===== src/rtl/ps2_pkg.sv =====
// Shared types and constants for the PS/2 keyboard receiver.
// Event bundle, prefix byte values, frame FSM states, parity helper.
package ps2_pkg;

    typedef struct packed {
        logic       brk;
        logic       ext;
        logic [7:0] code;
    } ps2_event_t;

    localparam logic [7:0] PS2_PREFIX_EXT = 8'hE0;
    localparam logic [7:0] PS2_PREFIX_BRK = 8'hF0;

    typedef enum logic [1:0] {
        IDLE,
        DATA,
        PARITY,
        STOP
    } ps2_state_e;

    // Odd parity over 8 data bits plus the parity bit.
    function automatic logic odd_parity_ok(input logic [7:0] b,
                                           input logic       p);
        return ^{b, p};
    endfunction

endpackage


===== src/rtl/ps2_event_fifo.sv =====
// First-word fall-through FIFO of ps2_event_t with occupancy count.
// Ports: clk_i, reset_i (sync, high), push_i/data_i, pop_i, data_o (head),
//        count_o, full_o, empty_o.
module ps2_event_fifo
    import ps2_pkg::*;
#(
    parameter int DEPTH = 8
) (
    input  logic                     clk_i,
    input  logic                     reset_i,
    input  logic                     push_i,
    input  ps2_event_t               data_i,
    input  logic                     pop_i,
    output ps2_event_t               data_o,
    output logic [$clog2(DEPTH):0]   count_o,
    output logic                     full_o,
    output logic                     empty_o
);

    localparam int AW = $clog2(DEPTH);
    localparam int CW = AW + 1;

    ps2_event_t    mem_q [DEPTH];
    ps2_event_t    last_q, last_d;
    logic [AW-1:0] wr_ptr_q, wr_ptr_d;
    logic [AW-1:0] rd_ptr_q, rd_ptr_d;
    logic [CW-1:0] count_q, count_d;
    logic          do_push, do_pop;

    assign empty_o = (count_q == '0);
    assign full_o  = (count_q == CW'(DEPTH));
    assign count_o = count_q;

    assign do_pop  = pop_i & ~empty_o;
    assign do_push = push_i & (~full_o | do_pop);

    // While empty the last popped head stays visible.
    assign data_o = empty_o ? last_q : mem_q[rd_ptr_q];

    always_comb begin
        wr_ptr_d = wr_ptr_q;
        rd_ptr_d = rd_ptr_q;
        count_d  = count_q;
        last_d   = last_q;
        if (do_push) wr_ptr_d = wr_ptr_q + 1'b1;
        if (do_pop) begin
            rd_ptr_d = rd_ptr_q + 1'b1;
            last_d   = mem_q[rd_ptr_q];
        end
        unique case ({do_push, do_pop})
            2'b10:   count_d = count_q + 1'b1;
            2'b01:   count_d = count_q - 1'b1;
            default: count_d = count_q;
        endcase
    end

    always_ff @(posedge clk_i) begin
        if (reset_i) begin
            wr_ptr_q <= '0;
            rd_ptr_q <= '0;
            count_q  <= '0;
            last_q   <= '0;
        end else begin
            wr_ptr_q <= wr_ptr_d;
            rd_ptr_q <= rd_ptr_d;
            count_q  <= count_d;
            last_q   <= last_d;
        end
    end

    always_ff @(posedge clk_i) begin
        if (do_push) mem_q[wr_ptr_q] <= data_i;
    end

endmodule


===== src/rtl/ps2_kbd_rx_fifo.sv =====
// PS/2 keyboard receiver: pin sync/filter, frame FSM, E0/F0 decode, event FIFO.
// Ports: clk, reset (sync, high), ps2_clk/ps2_data (raw pins), ev_ready,
//        status_clr, ev_valid/ev_data/fifo_count, overflow, err_count.
// Option: PS2_TYPEMATIC_SUPPRESS_EN drops repeated makes of held keys.
module ps2_kbd_rx_fifo
    import ps2_pkg::*;
#(
    parameter int FILTER_LEN  = 8,
    parameter int TIMEOUT_CYC = 50000,
    parameter int FIFO_DEPTH  = 8,
    parameter int ERR_CNT_W   = 8
) (
    input  logic                          clk,
    input  logic                          reset,
    input  logic                          ps2_clk,
    input  logic                          ps2_data,
    input  logic                          ev_ready,
    input  logic                          status_clr,
    output logic                          ev_valid,
    output logic [9:0]                    ev_data,
    output logic [$clog2(FIFO_DEPTH):0]   fifo_count,
    output logic                          overflow,
    output logic [ERR_CNT_W-1:0]          err_count
);

    localparam int FW = $clog2(FILTER_LEN);
    localparam int TW = $clog2(TIMEOUT_CYC);

    logic ps2c_s1_q, ps2c_s2_q;
    logic ps2d_s1_q, ps2d_s2_q;

    always_ff @(posedge clk) begin
        if (reset) begin
            ps2c_s1_q <= 1'b1;
            ps2c_s2_q <= 1'b1;
            ps2d_s1_q <= 1'b1;
            ps2d_s2_q <= 1'b1;
        end else begin
            ps2c_s1_q <= ps2_clk;
            ps2c_s2_q <= ps2c_s1_q;
            ps2d_s1_q <= ps2_data;
            ps2d_s2_q <= ps2d_s1_q;
        end
    end

    logic          filt_q, filt_d, filt_prev_q;
    logic [FW-1:0] filt_cnt_q, filt_cnt_d;
    logic          strobe;
    logic          sample;

    // Run of samples disagreeing with the filtered level; any agreeing
    // sample restarts the run, so short glitches never flip the level.
    always_comb begin
        filt_d     = filt_q;
        filt_cnt_d = '0;
        if (ps2c_s2_q != filt_q) begin
            if (filt_cnt_q == FW'(FILTER_LEN - 1)) filt_d = ~filt_q;
            else filt_cnt_d = filt_cnt_q + 1'b1;
        end
    end

    always_ff @(posedge clk) begin
        if (reset) begin
            filt_q      <= 1'b1;
            filt_prev_q <= 1'b1;
            filt_cnt_q  <= '0;
        end else begin
            filt_q      <= filt_d;
            filt_prev_q <= filt_q;
            filt_cnt_q  <= filt_cnt_d;
        end
    end

    assign strobe = filt_prev_q & ~filt_q;
    assign sample = ps2d_s2_q;

    ps2_state_e    state_q, state_d;
    logic [2:0]    bit_cnt_q, bit_cnt_d;
    logic [7:0]    shift_q, shift_d;
    logic          par_q, par_d;
    logic [TW-1:0] tmo_q, tmo_d;
    logic          byte_ok_q, byte_ok_d;
    logic          frame_err;
    logic          timeout;

    assign timeout = (state_q != IDLE) && (tmo_q == TW'(TIMEOUT_CYC - 1));

    always_comb begin
        state_d   = state_q;
        bit_cnt_d = bit_cnt_q;
        shift_d   = shift_q;
        par_d     = par_q;
        byte_ok_d = 1'b0;
        frame_err = 1'b0;
        tmo_d     = (strobe || state_q == IDLE) ? '0 : tmo_q + 1'b1;
        if (timeout) begin
            state_d   = IDLE;
            frame_err = 1'b1;
            tmo_d     = '0;
        end else if (strobe) begin
            unique case (state_q)
                IDLE: begin
                    if (!sample) begin
                        state_d   = DATA;
                        bit_cnt_d = '0;
                    end
                end
                DATA: begin
                    shift_d   = {sample, shift_q[7:1]};
                    bit_cnt_d = bit_cnt_q + 1'b1;
                    if (bit_cnt_q == 3'd7) state_d = PARITY;
                end
                PARITY: begin
                    par_d   = sample;
                    state_d = STOP;
                end
                STOP: begin
                    state_d = IDLE;
                    if (sample && odd_parity_ok(shift_q, par_q))
                        byte_ok_d = 1'b1;
                    else
                        frame_err = 1'b1;
                end
                default: state_d = IDLE;
            endcase
        end
    end

    always_ff @(posedge clk) begin
        if (reset) begin
            state_q   <= IDLE;
            bit_cnt_q <= '0;
            shift_q   <= '0;
            par_q     <= 1'b0;
            tmo_q     <= '0;
            byte_ok_q <= 1'b0;
        end else begin
            state_q   <= state_d;
            bit_cnt_q <= bit_cnt_d;
            shift_q   <= shift_d;
            par_q     <= par_d;
            tmo_q     <= tmo_d;
            byte_ok_q <= byte_ok_d;
        end
    end

    // shift_q stays stable until the next start bit, so the decoder can
    // read it in the cycle after the stop strobe.
    logic       ext_q, ext_d;
    logic       brk_q, brk_d;
    logic       key_ev;
    logic       push;
    ps2_event_t ev_in;

    assign ev_in = '{brk: brk_q, ext: ext_q, code: shift_q};

    always_comb begin
        ext_d  = ext_q;
        brk_d  = brk_q;
        key_ev = 1'b0;
        if (frame_err) begin
            ext_d = 1'b0;
            brk_d = 1'b0;
        end else if (byte_ok_q) begin
            unique case (1'b1)
                (shift_q == PS2_PREFIX_EXT): ext_d = 1'b1;
                (shift_q == PS2_PREFIX_BRK): brk_d = 1'b1;
                default: begin
                    key_ev = 1'b1;
                    ext_d  = 1'b0;
                    brk_d  = 1'b0;
                end
            endcase
        end
    end

    always_ff @(posedge clk) begin
        if (reset) begin
            ext_q <= 1'b0;
            brk_q <= 1'b0;
        end else begin
            ext_q <= ext_d;
            brk_q <= brk_d;
        end
    end

`ifdef PS2_TYPEMATIC_SUPPRESS_EN
    logic [1:0] held_q [256];
    logic       held;

    assign held = held_q[shift_q][ext_q];
    assign push = key_ev & ~(~brk_q & held);

    always_ff @(posedge clk) begin
        if (reset) begin
            for (int i = 0; i < 256; i++) held_q[i] <= '0;
        end else if (key_ev) begin
            held_q[shift_q][ext_q] <= ~brk_q;
        end
    end
`else
    assign push = key_ev;
`endif

    ps2_event_t fifo_head;
    logic       fifo_full;
    logic       fifo_empty;
    logic       pop;
    logic       drop;

    assign pop  = ev_valid & ev_ready;
    assign drop = push & fifo_full & ~pop;

    ps2_event_fifo #(
        .DEPTH (FIFO_DEPTH)
    ) u_fifo (
        .clk_i   (clk),
        .reset_i (reset),
        .push_i  (push),
        .data_i  (ev_in),
        .pop_i   (pop),
        .data_o  (fifo_head),
        .count_o (fifo_count),
        .full_o  (fifo_full),
        .empty_o (fifo_empty)
    );

    assign ev_valid = ~fifo_empty;
    assign ev_data  = fifo_head;

    logic                 ovf_q, ovf_d;
    logic [ERR_CNT_W-1:0] err_q, err_d;

    // A new error or drop in the same cycle as status_clr wins.
    always_comb begin
        ovf_d = ovf_q;
        err_d = err_q;
        if (drop) ovf_d = 1'b1;
        else if (status_clr) ovf_d = 1'b0;
        if (frame_err) begin
            if (status_clr) err_d = ERR_CNT_W'(1);
            else if (err_q != '1) err_d = err_q + 1'b1;
        end else if (status_clr) begin
            err_d = '0;
        end
    end

    always_ff @(posedge clk) begin
        if (reset) begin
            ovf_q <= 1'b0;
            err_q <= '0;
        end else begin
            ovf_q <= ovf_d;
            err_q <= err_d;
        end
    end

    assign overflow  = ovf_q;
    assign err_count = err_q;

endmodule

===== config.mk =====
export PLATFORM = sky130hd
export DESIGN_NAME = ps2_kbd_rx_fifo
export DESIGN_NICKNAME = d
export VERILOG_FILES = /design/src/rtl/ps2_pkg.sv /design/src/rtl/ps2_event_fifo.sv /design/src/rtl/ps2_kbd_rx_fifo.sv
export SDC_FILE = /design/constraint.sdc
export NUM_CORES = 1
export LEC_CHECK = 0
export BUFFER_PORTS_ARGS = -buffer_cell sky130_fd_sc_hd__buf_2
export CAP_MARGIN = 30
export CORE_ASPECT_RATIO = 1.4
export CORE_MARGIN = 4
export CORE_UTILIZATION = 25
export CTS_CLUSTER_DIAMETER = 60
export DETAILED_ROUTE_END_ITERATION = 8
export GPL_TIMING_DRIVEN = 1
export PLACE_DENSITY = 0.48
export SLEW_MARGIN = 20
export SYNTH_ARGS = -nofsm -noshare
export SYNTH_HDL_FRONTEND = slang
export SYNTH_SLANG_ARGS = --single-unit

===== constraint.sdc =====
create_clock -name clk -period 2.9 [get_ports clk]
set_input_delay 0.58 -clock clk [delete_from_list [all_inputs] [get_ports clk]]
set_output_delay 0.58 -clock clk [all_outputs]
set_load 0.02 [all_outputs]

# [Yosys cells after proc, flatten, opt, wreduce, memory -nomap -nowiden]
# Memory sizes are Yosys's and may differ from the RTL's. A register that Yosys moved wholly into a read port is not among the register bits.
# Cells that the tools add are included.
[totals] ff_bits=71 ramBits=80 elab_cells=117 mem_count=1
[op_classes] n_addsub=8 eq_ne=15 n_mux=27 bitwise=17 n_reduce_logical=26
[mem_list] name="u_fifo.mem_q" words=8 word_bits=10 rd=1 rd_clocked_by_memory_dff=1 wr=1 line_no="ps2_event_fifo.sv:23" rtl="ps2_event_t mem_q [DEPTH];"
[op_table] operator="$mux 8" count=4
[op_table] operator="$add 16x1->16 const B" count=1
[op_table] operator="$eq 16x16->1 const B" count=1
[op_table] operator="$eq 8x8->1 const B" count=2
[op_table] operator="$add 3x1->3 const B" count=4
[op_table] operator="$mux 1" count=12
[op_table] operator="$reduce_bool 2->1" count=6
[op_table] operator="$mux 10" count=1
[op_table] operator="$not 1->1" count=10
[op_table] operator="$mux 3" count=3
[op_table] operator="$reduce_and 3->1" count=3
[op_table] operator="$reduce_xor 9->1" count=1
[op_table] operator="$add 8x1->8 const B" count=1
[op_table] operator="$ne 8x8->1 const B" count=1
[op_table] operator="$pmux 2 s4" count=1
[op_table] operator="$pmux 4 s2" count=1
[op_table] operator="$reduce_and 2->1" count=4
[op_table] operator="$and 1x1->1" count=6
[op_table] operator="$eq 2x2->1 const B" count=3
[op_table] operator="$eq 3x3->1 const B" count=2
[op_table] operator="$pmux 3 s2" count=1
[op_table] operator="$reduce_or 2->1" count=3
[op_table] operator="$reduce_or 3->1" count=2
[op_table] operator="$add 4x1->4 const B" count=1
[op_table] operator="14 further kinds" count=19

# [Longest topological paths before layout]
[depth] word_depth=10 depth_mapped=14 mapped_depth_nobuf=14

# [Modules after synthesis]
# A second synthesis with hierarchy kept.
[hier_totals] cells_unflattened=505 area_unflattened_um2=6518.8
[by_module_without_submodules] module="ps2_event_fifo" n_inst=1 cells_each=256 area_each_um2=4219.0 seq_area_each_um2=2862.7
[by_module_without_submodules] module="ps2_kbd_rx_fifo" n_inst=1 cells_each=249 area_each_um2=2299.7 seq_area_each_um2=1021.0

# [Worst setup path before layout]
# Ideal clock, no wire load.
[synth_path] path_type="register to register" from="register shift_q[2]" to="memory u_fifo.mem_q[0][0] (netlist bit), enable pin" setup_ps=403 arrival_ps=2785 slack_ps=-288 stages_incl_launch_ff=8 n_path_buf=1 path_cell_list="dfxtp_1 xor2_1 xnor3_2 mux2i_4 o21a_2 buf_4 nand3_2 nor4_1"
[synth_via] elab_chain_cells=10
[synth_rtl] element="from (decl)" line_no="ps2_kbd_rx_fifo.sv:79" rtl="logic [7:0] shift_q, shift_d;"
[synth_rtl] element="from (signal assigned)" line_no="ps2_kbd_rx_fifo.sv:140" rtl="shift_q <= shift_d;"
[synth_rtl] element="$reduce_xor 9->1" line_no="ps2_pkg.sv:24" rtl="return ^{b, p};"
[synth_rtl] element="$logic_and 1x1->1" line_no="ps2_kbd_rx_fifo.sv:119" rtl="if (sample && odd_parity_ok(shift_q, par_q))"
[synth_rtl] element="$mux 1" line_no="ps2_kbd_rx_fifo.sv:119"
[synth_rtl] element="$mux 1" line_no="ps2_kbd_rx_fifo.sv:101" rtl="unique case (state_q)"
[synth_rtl] element="$mux 1" line_no="ps2_kbd_rx_fifo.sv:100" rtl="end else if (strobe) begin"
[synth_rtl] element="$mux 1" line_no="ps2_kbd_rx_fifo.sv:96" rtl="if (timeout) begin"
[synth_rtl] element="$mux 1 *" line_no="ps2_kbd_rx_fifo.sv:161" rtl="if (frame_err) begin"
[synth_rtl] element="$and 1x1->1 *" line_no="ps2_event_fifo.sv:35" rtl="assign do_push = push_i & (~full_o | do_pop);"
[synth_rtl] element="$mux 1 *" line_no="ps2_event_fifo.sv:72" rtl="if (do_push) mem_q[wr_ptr_q] <= data_i;"
[synth_rtl] element="$mux 1 (not written as such) *" line_no="ps2_event_fifo.sv:72"
[synth_rtl] element="to (decl)" line_no="ps2_event_fifo.sv:23"
# Mark *: on every way between the ends. The rest lies on a longest branch, timed or not.

# [Worst setup path in the final report]
[layout_path] from="register shift_q[1]" to="register u_fifo.count_q[2], in the netlist u_fifo.count_o[2]"
[layout_via] elab_chain_cells=10
[layout_rtl] element="$reduce_xor 9->1" line_no="ps2_pkg.sv:24"
[layout_rtl] element="$logic_and 1x1->1" line_no="ps2_kbd_rx_fifo.sv:119"
[layout_rtl] element="$mux 1" line_no="ps2_kbd_rx_fifo.sv:119"
[layout_rtl] element="$mux 1" line_no="ps2_kbd_rx_fifo.sv:101"
[layout_rtl] element="$mux 1" line_no="ps2_kbd_rx_fifo.sv:100"
[layout_rtl] element="$mux 1" line_no="ps2_kbd_rx_fifo.sv:96"
[layout_rtl] element="$mux 1 *" line_no="ps2_kbd_rx_fifo.sv:161"
[layout_rtl] element="$and 1x1->1 *" line_no="ps2_event_fifo.sv:35"
[layout_rtl] element="$eq 2x1->1 / $eq 2x2->1 (equally long branches)" line_no="ps2_event_fifo.sv:50" rtl="unique case ({do_push, do_pop})"
[layout_rtl] element="$pmux 4 s2 / $reduce_bool 2->1 (equally long branches)"
[layout_rtl] element="to (signal assigned)" line_no="ps2_event_fifo.sv:66" rtl="count_q <= count_d;"
[layout_rtl] element="to (decl)" line_no="ps2_event_fifo.sv:27" rtl="logic [CW-1:0] count_q, count_d;"
# Marks and branches as above.
# A chain may end at the register's enable or synchronous reset.

==> run metrics <==
Synth Register Bits=154; Worst Setup End Kind=flip-flop; Worst Skew=0.00669 ns; Crit path top cell by count=buf_4; Seq/Total Area, Yosys=60.2%; main area contributors after synthesis=edfxtp_1 37%, dfxtp_1 23%, mux4_2 7.0%; Post-synth EDFFs=80; CTS Root Buffer Type=clkbuf_16; worst slew pin tran=0.732 ns; Post-DRT Antenna Nets=0; P_leak=2.77 nW; worst hold path type=input port to flip-flop; Worst Path Required=3.21 ns; fmax=357 MHz; Max Buffers Root-to-Sink=2; cells on worst reg2reg path=12; Site Rows=69; Clk pin slew, worst setup/hold paths=0.06 ns; number of global-route vias before repair=4125; fin nets=584; layout cells sized above 1=24.7%; Max-cap violations=0; Pwr Total=6.02 mW; htree depth=4; Synth area leader=edfxtp_1; boundary pin count=30; clk sinks=154; DR vias/cell=4.52; Routed WL=13600 microns; Die Wd=144 microns; post-route worst setup slack=0.0953 ns; Cells after Synth=502; outcome=completed; most common cell after layout, fill and taps aside=edfxtp_1; FFs w/ async S/R, synth=0%; Final Hold Fails=0; Port Buffer Count=29; VDD IR max=667 uV; mean post-synth cell area=12.9 sq um; Synth top area share=37.2%; total gr overflow=0; Avg WL per Cell=15.2 microns; critical path type=flip-flop to flip-flop; Slew Limit Fails=0; Rel. slew slack=51.0%; Worst setup SP type=flip-flop; synthesis-to-layout area growth=20.4%; CP bufs+invs=3; CP max-delay cell=xnor3_2; fill count=2565; DP Wirelength=9300 microns; RSZ-0062 raised after global routing=true; Mapped Area=6460 sq um; DR pass1 iterations=5; crit path DAT=3.11 ns; final period utilization=96.7%; total power per unit cell area=774 nW/um^2; CTS tree=built; Finished Cell Area=7780 sq um; # DRC=0; final setup vio count=0; ANT cells=0; Detailed Route Iter0 Violations=156; Final GP Congestion=0.781; final core utilization=30.6%; area post-placement=7170 sq um; global-route wire length before repair=21500 microns; hold buffers post-CTS=0; CP max stage delay=0.48 ns; Die Span Y=198 microns; via count=4044; Starting Density=25.4%; TNS Setup=0 ns; critical path's top delay family=XOR/XNOR gates; Ys Warns=0; pre-CTS setup slack=0.0217 ns; largest net degree at the start of global routing=54; hold slack=0.343 ns; CP max FO=4; Final Non-Filler Cells=895; total die area=28500 sq um; core area=25400 sq um; DP Cell Count=857; total CTS buffers=17; number of cells on the worst hold path=2; CP cell instances=xor2_1 > xnor3_2 > mux2i_4 > o21ai_2 > nand2_1 > buf_4 > buf_4 > buf_4 > fa_1 > xor2_1 > nor2_1 > mux2_2; Global Route Usage Sum=9.92%; commonest cells after routing, fill and taps aside=80 x edfxtp_1, 70 x nor2_1, 69 x dfxtp_1; initial antenna violation count=0; clk_lat worst skew=0.42 ns; Mapped Nets=523; ys flop type=edfxtp_1; critical path depth=12; crit path time final=2.80 ns; count of cell types in the netlist=61
## cells in the mapped netlist (all sizes together) (11+ instances only)
| cell type | instances |
|---|---|
| dfxtp | 74 |
| nor2 | 70 |
| edfxtp | 80 |
| clkbuf | 16 |
| ha | 14 |
| a21oi | 18 |
| nand2 | 25 |
| nand3 | 14 |
| mux2i | 26 |
| xnor2 | 11 |
| inv | 11 |
| mux4 | 20 |
| a211oi | 11 |
## state kept, by name (all words and copies together) (netlist names), 2 cells and up, named ones only
name             count
state_q              2
tmo_q               16
shift_q              8
u_fifo.last_q       10
u_fifo.count_o       4
u_fifo.rd_ptr_q      3
filt_cnt_q           3
u_fifo.wr_ptr_q      3
bit_cnt_q            3
err_count            8
u_fifo.mem_q        80
## final timing paths
| kind | slack, ns | startpoint | endpoint |
|---|---|---|---|
| worst max register to register | 0.1 | shift_q[1] | u_fifo.count_o[2] |
| worst max-delay path | 0.1 | shift_q[1] | u_fifo.count_o[2] |
| worst min register to register | 0.41 | ps2d_s1_q | ps2d_s2_q |
| worst min-delay path | 0.34 | ps2_clk | ps2c_s1_q |
## routing by layer
layer	global-route usage [%]	vias up	share of wire (%)
li1	-	1974	-
met1	10.9	1981	40
met2	18.3	71	55
met3	2.83	18	4.2
met4	3.00	0	1.5
met5	0	-	0
## worst register-to-register path, stage by stage, from the launching register on
cell,delay [ns]
dfxtp_2,0.35
xor2_1,0.17
xnor3_2,0.48
mux2i_4,0.21
o21ai_2,0.14
nand2_1,0.10
buf_4,0.13
buf_4,0.12
buf_4,0.12
fa_1,0.38
xor2_1,0.19
nor2_1,0.06
mux2_2,0.26
## where the power goes
part           internal [mW]  leakage, nW  total [mW]  switching [mW]
logic                  0.593         1.17        1.54           0.944
registers               2.38         1.34        2.45          0.0734
clock network           1.18        0.252        2.03           0.858
## cells by family (layout without fill, tap and decap cells)
logic type / after synthesis / count (layout) / synth area share, %
AO/OA/AOI/OAI: 57 / 57 / 6.12
XOR/XNOR: 23 / 23 / 3.57
adder cells (fa/ha/maj): 15 / 15 / 3.02
buffers and inverters: 33 / 107 / 2.13
flip-flops: 154 / 154 / 60.2
multiplexers: 50 / 50 / 12.0
AND/OR/NAND/NOR: 170 / 170 / 13.0
## final cells by class
class / count / area [sq um] / share of cell area (%)
clock inverter: 11 / 100 / 1.29
tap: 319 / 399 / 5.13
inverter: 11 / 41.3 / 0.531
clock buffer: 21 / 440 / 5.66
sequential: 154 / 3890 / 50.0
multi-input combinational: 315 / 2470 / 31.8
timing repair buffer: 64 / 433 / 5.57
## what timing repair did
item	in CTS	in global routing
cloned	0	0
gates resized for setup	3	1
endpoints found under the hold margin	0	0
pin swaps	5	6
endpoints found under the setup margin	1	2
buffers inserted	5	1
Note: power is estimated with default switching activity, not from simulation.
